--- src/rtl/dmem_arbiter.sv ---
// dmem_arbiter
// Two-requester arbiter in front of a single-port data memory with a
// registered (one-cycle latency) read port. One access in flight at a time;
// ties are broken round-robin against the last granted requester.
//
// Ports
//   clk, rst_n                 clock, asynchronous active-low reset
//   req0/we0/addr0/wdata0      requester 0 (core): level request held until done0
//   req1/we1/addr1/wdata1      requester 1 (loader/DMA): same meaning
//   done0, done1               one-cycle completion pulse to the owner
//   rdata                      read data, valid in the done cycle of a read
//   busy                       high while an access is in flight
//   gnt_id                     current or last granted requester
//   mem_write_en/addr/datain   to data memory
//   mem_dataout                from data memory (registered)
//
// state  | meaning
// IDLE   | waiting for a request; done pulses in this state
// ACCESS | memory addressed; write strobe high for writes
// RESP   | read data arriving on mem_dataout, captured into rdata
module dmem_arbiter #(
    parameter int AW = 12,
    parameter int DW = 12
) (
    input  logic          clk,
    input  logic          rst_n,
    input  logic          req0,
    input  logic          we0,
    input  logic [AW-1:0] addr0,
    input  logic [DW-1:0] wdata0,
    input  logic          req1,
    input  logic          we1,
    input  logic [AW-1:0] addr1,
    input  logic [DW-1:0] wdata1,
    output logic          done0,
    output logic          done1,
    output logic [DW-1:0] rdata,
    output logic          busy,
    output logic          gnt_id,
    output logic          mem_write_en,
    output logic [AW-1:0] mem_addr,
    output logic [DW-1:0] mem_datain,
    input  logic [DW-1:0] mem_dataout
);

    typedef enum logic [1:0] {IDLE, ACCESS, RESP} state_t;

    state_t        state_q, state_d;
    logic          we_q, we_d;
    logic          mem_write_en_q, mem_write_en_d;
    logic [AW-1:0] mem_addr_q, mem_addr_d;
    logic [DW-1:0] mem_datain_q, mem_datain_d;
    logic [DW-1:0] rdata_q, rdata_d;
    logic          done0_q, done0_d;
    logic          done1_q, done1_d;
    logic          busy_q, busy_d;
    logic          gnt_id_q, gnt_id_d;
    logic          rr_q, rr_d;
    logic          win;

    always_comb begin
        state_d        = state_q;
        we_d           = we_q;
        mem_write_en_d = 1'b0;
        mem_addr_d     = mem_addr_q;
        mem_datain_d   = mem_datain_q;
        rdata_d        = rdata_q;
        done0_d        = 1'b0;
        done1_d        = 1'b0;
        busy_d         = busy_q;
        gnt_id_d       = gnt_id_q;
        rr_d           = rr_q;
        win            = 1'b0;

        case (state_q)
            IDLE: begin
                if (req0 || req1) begin
                    // On a tie the requester that was not granted last wins.
                    win            = (req0 && req1) ? ~rr_q : req1;
                    gnt_id_d       = win;
                    rr_d           = win;
                    we_d           = win ? we1 : we0;
                    mem_addr_d     = win ? addr1 : addr0;
                    mem_datain_d   = win ? wdata1 : wdata0;
                    mem_write_en_d = win ? we1 : we0;
                    busy_d         = 1'b1;
                    state_d        = ACCESS;
                end
            end
            ACCESS: begin
                if (we_q) begin
                    done0_d = ~gnt_id_q;
                    done1_d = gnt_id_q;
                    busy_d  = 1'b0;
                    state_d = IDLE;
                end else begin
                    state_d = RESP;
                end
            end
            RESP: begin
                rdata_d = mem_dataout;
                done0_d = ~gnt_id_q;
                done1_d = gnt_id_q;
                busy_d  = 1'b0;
                state_d = IDLE;
            end
            default: begin
                busy_d  = 1'b0;
                state_d = IDLE;
            end
        endcase
    end

    always_ff @(posedge clk or negedge rst_n) begin
        if (!rst_n) begin
            state_q        <= IDLE;
            we_q           <= 1'b0;
            mem_write_en_q <= 1'b0;
            mem_addr_q     <= '0;
            mem_datain_q   <= '0;
            rdata_q        <= '0;
            done0_q        <= 1'b0;
            done1_q        <= 1'b0;
            busy_q         <= 1'b0;
            gnt_id_q       <= 1'b0;
            rr_q           <= 1'b1;     // requester 0 wins the first tie
        end else begin
            state_q        <= state_d;
            we_q           <= we_d;
            mem_write_en_q <= mem_write_en_d;
            mem_addr_q     <= mem_addr_d;
            mem_datain_q   <= mem_datain_d;
            rdata_q        <= rdata_d;
            done0_q        <= done0_d;
            done1_q        <= done1_d;
            busy_q         <= busy_d;
            gnt_id_q       <= gnt_id_d;
            rr_q           <= rr_d;
        end
    end

    assign done0        = done0_q;
    assign done1        = done1_q;
    assign rdata        = rdata_q;
    assign busy         = busy_q;
    assign gnt_id       = gnt_id_q;
    assign mem_write_en = mem_write_en_q;
    assign mem_addr     = mem_addr_q;
    assign mem_datain   = mem_datain_q;

endmodule
--- config.mk ---
export PLATFORM = sky130hd
export DESIGN_NAME = dmem_arbiter
export DESIGN_NICKNAME = d
export VERILOG_FILES = /design/src/rtl/dmem_arbiter.sv
export SDC_FILE = /design/constraint.sdc
export NUM_CORES = 1
export LEC_CHECK = 0
export CORE_MARGIN = 2
export CORE_UTILIZATION = 40
export DETAILED_ROUTE_END_ITERATION = 16
export HOLD_SLACK_MARGIN = 0.1
export MAX_ROUTING_LAYER = met4
export PLACE_DENSITY = 0.8
export SLEW_MARGIN = 20
export SYNTH_ARGS = -nofsm -noshare
export SYNTH_HDL_FRONTEND = slang
export SYNTH_SLANG_ARGS = --single-unit
--- constraint.sdc ---
create_clock -name clk -period 1.9 [get_ports clk]
set_clock_uncertainty 0.15 [all_clocks]
set_input_delay 0.57 -clock clk [delete_from_list [all_inputs] [get_ports clk]]
set_output_delay 0.57 -clock clk [all_outputs]
set_load 0.01 [all_outputs]
### Word-level counts from Yosys, hierarchy flattened

Index checks and enable logic that the tools add are counted.

| word-level totals | value |
|---|---|
| register bits | 45 |
| bits in latches | 0 |
| bits in writable memories | 0 |
| ROM bits | 0 |
| bits of input ports | 66 |
| output and inout port bits | 41 |
| word-level logic and storage cells | 38 |
| memories | 0 |

| cells by class | value |
|---|---|
| $add $sub $neg | 0 |
| multipliers | 0 |
| div/mod/pow operators | 0 |
| $lt $le $gt $ge | 0 |
| eq/ne operators | 4 |
| shifts and indexed selects | 0 |
| mux-type cells | 16 |
| bitwise gates (word level) | 2 |
| reduce and logical (&&, ||, !) cells | 5 |

Operators by type and width:

| cell | count |
|---|---|
| $mux W12 | 2 |
| $mux W1 | 8 |
| $pmux W1 S2 | 3 |
| $mux W2 | 2 |
| $ne A2 B2 Y1 const B | 2 |
| $pmux W2 S2 | 1 |
| $reduce_and A2 Y1 | 2 |
| $eq A2 B1 Y1 const B | 1 |
| $eq A2 B2 Y1 const B | 1 |
| $logic_not A2 Y1 | 1 |
| $not A1 Y1 | 2 |
| $logic_and A1 B1 Y1 | 1 |
| $logic_or A1 B1 Y1 | 1 |

### Longest topological paths before layout

Gate-level depths: netlist (run 1).

| depth | value |
|---|---|
| depth after elaboration | 5 |
| gate-level depth with buffers | 8 |
| gate-level depth less buffers | 5 |

### Least setup slack after synthesis (run 1)

No wires, ideal clock.

| timing | value |
|---|---|
| path type | input -> register |
| from | input port req0 |
| to | register mem_addr_q[0], in the netlist mem_addr[0] |
| setup time | 73 ps |
| arrival time | 1351 ps |
| data required time | 1677 ps |
| slack | 326 ps |
| stages | 5 |
| buffers on the path | 2 |
| cells stage by stage | buf_6 -> o21ai_2 -> clkbuf_4 -> a21oi_2 -> a21oi_2 |

| on the way | value |
|---|---|
| word-level cells in the longest chain between the ends | 3 |
| elaborated cells on any way between the ends | 5 |
| classes of those cells | 2 x mux; 3 x reduce/logical |

Ends and longest elaborated chain:

| element | line | text |
|---|---|---|
| start, declared | 27 | `input logic req0,` |
| $logic_and A1 B1 Y1 | 79 | `win = (req0 && req1) ? ~rr_q : req1;` |
| $mux W1 | 79 |  |
| $mux W12 | 83 | `mem_addr_d = win ? addr1 : addr0;` |
| end signal, assigned | 131 | `mem_addr_q <= mem_addr_d;` |
| end, declared | 51 | `logic [AW-1:0] mem_addr_q, mem_addr_d;` |

Several ways; a longest one is shown, not always the timed one.
A chain may end at the register's enable or synchronous reset.

### Final worst setup path (run 1)

| timing | value |
|---|---|
| from | register done0_q, in the netlist done0 |
| to | output port done0 |

RTL lines:

| element | line | text |
|---|---|---|
| start, declared | 54 | `logic done0_q, done0_d;` |
| start signal, assigned | 134 | `done0_q <= done0_d;` |
| end, declared | 35 | `output logic done0,` |

No word-level cell between the ends.

==> impl_metrics.env, run 1 <==
export IMPL_io_buffer_count=106
export IMPL_synthArstFlopShare=1.00
export IMPL_fin_crit_sh=0.983
export IMPL_root_buffer="clkbuf_8"
export IMPL_firstDrtPassIters=4
export IMPL_grt_max_degree=25
export IMPL_synth_nets=266
export IMPL_avgRoutedWirePerCell_um=14.5
export IMPL_postSynthAreaPerCell_um2=10.9
export IMPL_final_nets=384
export IMPL_rows=26
export IMPL_tightest_slew_ns=0.376
export IMPL_critPathKind="reg -> out"
export IMPL_seq_power_share=0.345
export IMPL_antenna_found_initial=0
export IMPL_hp_start="rdata[4]"
export IMPL_cp_num_buf_inv=1
export IMPL_core_um2=5140
export IMPL_grt_pass1_wl_mm=9.53
export IMPL_syn_cell_area_um2=2140
export IMPL_antenna_left=0
export IMPL_h_tree_depth=2
export IMPL_n_antenna_cell=0
export IMPL_cts_tree="done"
export IMPL_power_leakage_nw=1.48
export IMPL_drt_iter0_drc=79
export IMPL_path_delay_family="buffers and inverters"
export IMPL_dieArea_um2=5950
export IMPL_max_slew_margin=0.749
export IMPL_clock_latency_ns=0.29
export IMPL_rsz0062_at_grt="false"
export IMPL_max_freq_ghz=0.535
export IMPL_combPwrFrac=0.540
export IMPL_ys_types=25
export IMPL_worstReg2RegEnd="rdata[3]"
export IMPL_max_cap_violations=0
export IMPL_nFillCells=456
export IMPL_drcViolationCount=0
export IMPL_fp_dieH_um=77.1
export IMPL_wirelength_mm=5.59
export IMPL_regToRegSetupSlack_ns=0.38
export IMPL_synth_top_area_frac=0.515
export IMPL_hpwl_mm=4.18
export IMPL_setup_ws_ns=0.0326
export IMPL_viasPerCell=4.88
export IMPL_pre_cts_ws_ns=-0.169
export IMPL_syn_to_final_growth_pct=59.8
export IMPL_slowest_delay_ns=0.53
export IMPL_hold_path_class="reg -> reg"
export IMPL_synth_flop_cell="dfrtp_1"
export IMPL_period_needed_ns=1.87
export IMPL_cp_cell_sequence="clkdlybuf4s50_1"
export IMPL_synth_enable_flop_cells=0
export IMPL_io_pins=107
export IMPL_switching_share=0.382
export IMPL_synth_area_top_cells="dfrtp_1, a21oi_2, mux2_1"
export IMPL_dieWidth_um=77.1
export IMPL_cp_startpoint="done0"
export IMPL_power_frac_clock=0.115
export IMPL_min_to="rdata[4]"
export IMPL_r2r_start="state_q[0]"
export IMPL_hold_viol=0
export IMPL_total_power_mw=4.91
export IMPL_cp_max_fo=1
export IMPL_finalCoreUtilization=0.665
export IMPL_status="finished clean"
export IMPL_hold_path_depth=1
export IMPL_synthCells=196
export IMPL_clock_path_buffers=2
export IMPL_cp_data_required_time_ns=1.18
export IMPL_route_vias_total=1877
export IMPL_crit_path_end_kind="output port"
export IMPL_grt_pass1_vias=1916
export IMPL_cpMaxStageDelayCell="clkdlybuf4s50_1"
export IMPL_rr_worst_depth=4
export IMPL_peakVddDrop_v=0.000737
export IMPL_gp_congestion=0.767
export IMPL_start_util=0.416
export IMPL_clkSlewWorstSetupHoldPaths_ns=0.08
export IMPL_intPower_mw=3.04
export IMPL_powerDensity_nw_per_um2=1440
export IMPL_clkSinkCount=45
export IMPL_finalSetupViolations=0
export IMPL_yosys_register_bits=45
export IMPL_drv_slew=0
export IMPL_overflow=0
export IMPL_ys_warn_count=0
export IMPL_cts_inserted_buffers=5
export IMPL_worstSetupStartpointType="flip-flop"
export IMPL_switchingPower_mw=1.88
export IMPL_layout_drive_gt1_share=0.203
export IMPL_track_usage=0.208
export IMPL_synth_top_cell_by_area="dfrtp_1"
export IMPL_cp_arrival_ns=1.15
export IMPL_seq_area_frac_synth=0.527
-- layer usage --
metal | track usage | vias up | wire (um)
met5 | - | - | 0
met3 | 0.0435 | 13 | 268
met4 | 0.0839 | 0 | 172
met1 | 0.258 | 897 | 2360
met2 | 0.331 | 68 | 2790
li1 | - | 899 | -
-- logic make-up (layout without fill, tap and decap cells) --
kind of cell / after synthesis / count (layout) / share of synthesized area
multiplexers: 14 / 14 / 0.0725
adder cells (fa/ha/maj): 4 / 4 / 0.0234
buffers and inverters: 15 / 134 / 0.0474
AND/OR/NAND/NOR: 58 / 58 / 0.106
AO/OA/AOI/OAI: 60 / 60 / 0.224
flip-flops: 45 / 45 / 0.527
-- registers in the layout (all words and copies together) (netlist names), 2 cells and up --
register	count
mem_addr	12
mem_datain	12
rdata	12
state_q	2
-- power by group through the flow --
stage / Clock [mW] / Sequential, mW / Combinational [mW]
after floorplan: 0 / 1.92 / 1.30
after global placement: 0 / 1.71 / 2.89
after detailed placement: 0 / 1.74 / 2.96
after CTS: 0.588 / 1.70 / 2.71
after global routing: 0.618 / 1.76 / 2.91
final: 0.566 / 1.69 / 2.65
-- layout make-up --
type / instances / area (um2) / share of cell area
flip-flops and latches: 45 / 1130 / 0.330
multi-input cells: 136 / 911 / 0.266
inverters: 2 / 7.51 / 0.00220
clock buffers: 8 / 80.1 / 0.0234
well taps: 70 / 87.6 / 0.0256
repair buffers: 124 / 1210 / 0.353
-- stage by stage --
stage | area (um2) | TNS (ns) | hold slack [ns] | cells
finish | 3420 | 0 | 0.332 | 385
global route | 3420 | 0 | 0.357 | 385
CTS | 3420 | 0 | 0.338 | 385
detailed placement | 3370 | -3.87 | 0.324 | 375
global placement | 3370 | -3.51 | 0.318 | 375
floorplan | 2140 | 0 | 0.124 | 196
-- cell usage after synthesis, types with 2 or more instances --
library cell	count
a21oi_1	14
a21oi_2	38
buf_2	6
buf_4	3
buf_6	3
dfrtp_1	44
ha_1	4
inv_1	2
mux2_1	12
mux2i_1	2
nand2_1	26
nor2_1	29
-- worst max path at each step --
stage / end / slack, ns / depth (start not counted)
final: done0 / 0.03 / 1
after global routing: done0 / 0.0003 / 1
after CTS: done0 / 0.01 / 1
after detailed placement: we_q / -0.17 / 4
after global placement: we_q / -0.18 / 4
after floorplan: mem_addr[0] / 0.33 / 5
-- cell usage in the layout, fill, tap and decap left out, types with 12 or more instances in the layout --
master and count:
buf_4 12, dfrtp_1 44, clkdlybuf4s50_1 65, nor2_1 29, mux2_1 12, dlygate4sd2_1 40, a21oi_2 38, nand2_1 26
a21oi_1 14
-- timing repair --
action,4_1_cts,5_1_grt
hold endpoints to repair,13,0
resized for setup,40,0
setup buffers,1,0
hold buffers,1,0
setup endpoints to repair,40,0
Power figures use the tool's default switching activity.
==> inputs of run 2 (changes only) <==
--- a/config.mk
+++ b/config.mk
@@ -8,6 +8,7 @@
 export CORE_MARGIN = 2
 export CORE_UTILIZATION = 40
 export DETAILED_ROUTE_END_ITERATION = 16
+export GPL_TIMING_DRIVEN = 0
 export HOLD_SLACK_MARGIN = 0.1
 export MAX_ROUTING_LAYER = met4
 export PLACE_DENSITY = 0.8
==> impl_metrics.env, run 2 (synthesized netlist as in run 1, its figures left out) <==
export IMPL_status="finished clean"
export IMPL_mostFrequentLayoutCells="clkdlybuf4s50_1, dfrtp_1, a21oi_2"
export IMPL_layout_drive_gt1_share=0.215
export IMPL_hold_viol=0
export IMPL_hpwl_mm=4.09
export IMPL_cp_data_required_time_ns=1.18
export IMPL_max_slew_margin=0.746
export IMPL_io_pins=107
export IMPL_start_util=0.416
export IMPL_grt_max_degree=32
export IMPL_final_common_cell="clkdlybuf4s50_1"
export IMPL_wirelength_mm=5.52
export IMPL_dieWidth_um=77.1
export IMPL_fin_crit_sh=0.917
export IMPL_cp_max_fo=4
export IMPL_worstReg2RegEnd="mem_datain[9]"
export IMPL_grt_use_met1=0.258
export IMPL_clkSlewWorstSetupHoldPaths_ns=0.08
export IMPL_cp_cell_sequence="dlygate4sd2_1"
export IMPL_cp_arrival_ns=1.02
export IMPL_final_nets=385
export IMPL_route_vias_total=1842
export IMPL_root_buffer="clkbuf_8"
export IMPL_overflow=0
export IMPL_antenna_left=0
export IMPL_antenna_found_initial=0
export IMPL_track_usage=0.200
export IMPL_clock_latency_ns=0.29
export IMPL_hold_path_depth=2
export IMPL_seqCellArea_um2=1130
export IMPL_crit_path_end_kind="output port"
export IMPL_hold_path_class="in -> reg"
export IMPL_h_tree_depth=2
export IMPL_clock_path_buffers=2
export IMPL_hp_start="req0"
export IMPL_use_met3=0.0341
export IMPL_firstDrtPassIters=4
export IMPL_min_to="rr_q"
export IMPL_slowest_delay_ns=0.43
export IMPL_core_um2=5140
export IMPL_clkSinkCount=45
export IMPL_tns_ns=0
export IMPL_gp_congestion=0.810
export IMPL_grt_pass1_wl_mm=9.26
export IMPL_avgRoutedWirePerCell_um=14.3
export IMPL_nFillCells=442
export IMPL_max_cap_violations=0
export IMPL_cp_num_buf_inv=1
export IMPL_io_buffer_count=105
export IMPL_multi_input_area_um2=918
export IMPL_met2_usage=0.322
export IMPL_drt_iter0_drc=86
export IMPL_power_leakage_nw=1.57
export IMPL_rr_worst_depth=8
export IMPL_finalInstanceArea_um2=3460
export IMPL_period_needed_ns=1.74
export IMPL_drcViolationCount=0
export IMPL_r2r_start="state_q[0]"
export IMPL_n_antenna_cell=0
export IMPL_place_area_um2=3290
export IMPL_fp_dieH_um=77.1
export IMPL_powerDensity_nw_per_um2=1460
export IMPL_finalSetupViolations=0
export IMPL_cpMaxStageDelayCell="dfrtp_1"
export IMPL_peakVddDrop_v=0.000759
export IMPL_critPathKind="reg -> out"
export IMPL_rows=26
export IMPL_regToRegSetupSlack_ns=0.16
export IMPL_cts_tree="done"
export IMPL_total_power_mw=5.06
export IMPL_dieArea_um2=5950
export IMPL_path_delay_family="flip-flops"
export IMPL_syn_to_final_growth_pct=61.5
export IMPL_cts_inserted_buffers=5
export IMPL_max_freq_ghz=0.574
export IMPL_viasPerCell=4.77
export IMPL_grt_pass1_vias=1885
export IMPL_tightest_slew_ns=0.381
export IMPL_worstSetupStartpointType="flip-flop"
export IMPL_grt_busiest_layer="met2"
export IMPL_drv_slew=0
run 2: changes by cell type in the layout (fill, tap and decap cells not counted), sizes merged:
cell | before | now
dlymetal6s2s | 0 | 9
dlygate4sd2 | 40 | 33
clkdlybuf4s50 | 65 | 62
clkbuf | 8 | 10
buf | 18 | 17
bufinv | 0 | 1
run 2: stage by stage:
stage / std cells / util / hold slack, ns / setup slack, ns
after floorplan: 196 / - / 0.124 / 0.326
after global placement: 371 / 0.638 / 0.316 / -1.18
after detailed placement: 372 / 0.641 / 0.324 / -0.351
after CTS: 384 / 0.664 / 0.306 / 0.00206
after global routing: 386 / 0.672 / 0.312 / -0.000723
final: 386 / 0.672 / 0.315 / 0.158
run 2: cell type report:
type,instances,area share
sequential,45,0.326
tap,70,0.0253
timing repair buffer,112,0.317
clock buffer,7,0.0250
multi-input combinational,136,0.266
inverter,2,0.00217
clock inverter,1,0.00869
buffer,13,0.0301
run 2: worst reg2reg max path, cell delays in order, from the launching register on:
cell	delay, ns
dfrtp_1	0.39
inv_1	0.09
ha_1	0.19
clkbuf_4	0.18
o21a_1	0.11
buf_4	0.16
buf_4	0.18
nor2_1	0.14
a21oi_2	0.04
run 2: timing repair:
item	in CTS	in global routing
pin swaps	0	0
buffers inserted	3	2
gates resized for setup	35	13
hold endpoints to repair	14	0
endpoints found under the setup margin	44	33
hold buffers	1	0
run 2: worst max-delay path by stage:
| stage | startpoint | endpoint | slack, ns | cells after the start |
|---|---|---|---|---|
| 2_1_floorplan | req0 | mem_addr[0] | 0.33 | 5 |
| 3_3_place_gp | rst_n | rdata[8] | -1.18 | 1 |
| 3_5_place_dp | req1 | mem_datain[7] | -0.35 | 5 |
| 4_1_cts | rdata[8] | rdata[8] | 0.002 | 1 |
| 5_1_grt | state_q[1] | we_q | -0.0007 | 8 |
| 6_report | gnt_id | gnt_id | 0.16 | 1 |
run 2: layer usage:
metal	vias up	part of all wire	routed length [um]
met5	-	0	0
met4	0	0.017	96
met3	8	0.043	235
met2	58	0.50	2740
met1	878	0.44	2450
li1	898	-	-
run 2: report_power, final:
part           leakage (nW)  switching, mW  internal, mW
Combinational         0.990           1.32          1.29
Clock                0.0585          0.316         0.429
Sequential            0.520          0.243          1.45
Total                  1.57           1.88          3.17
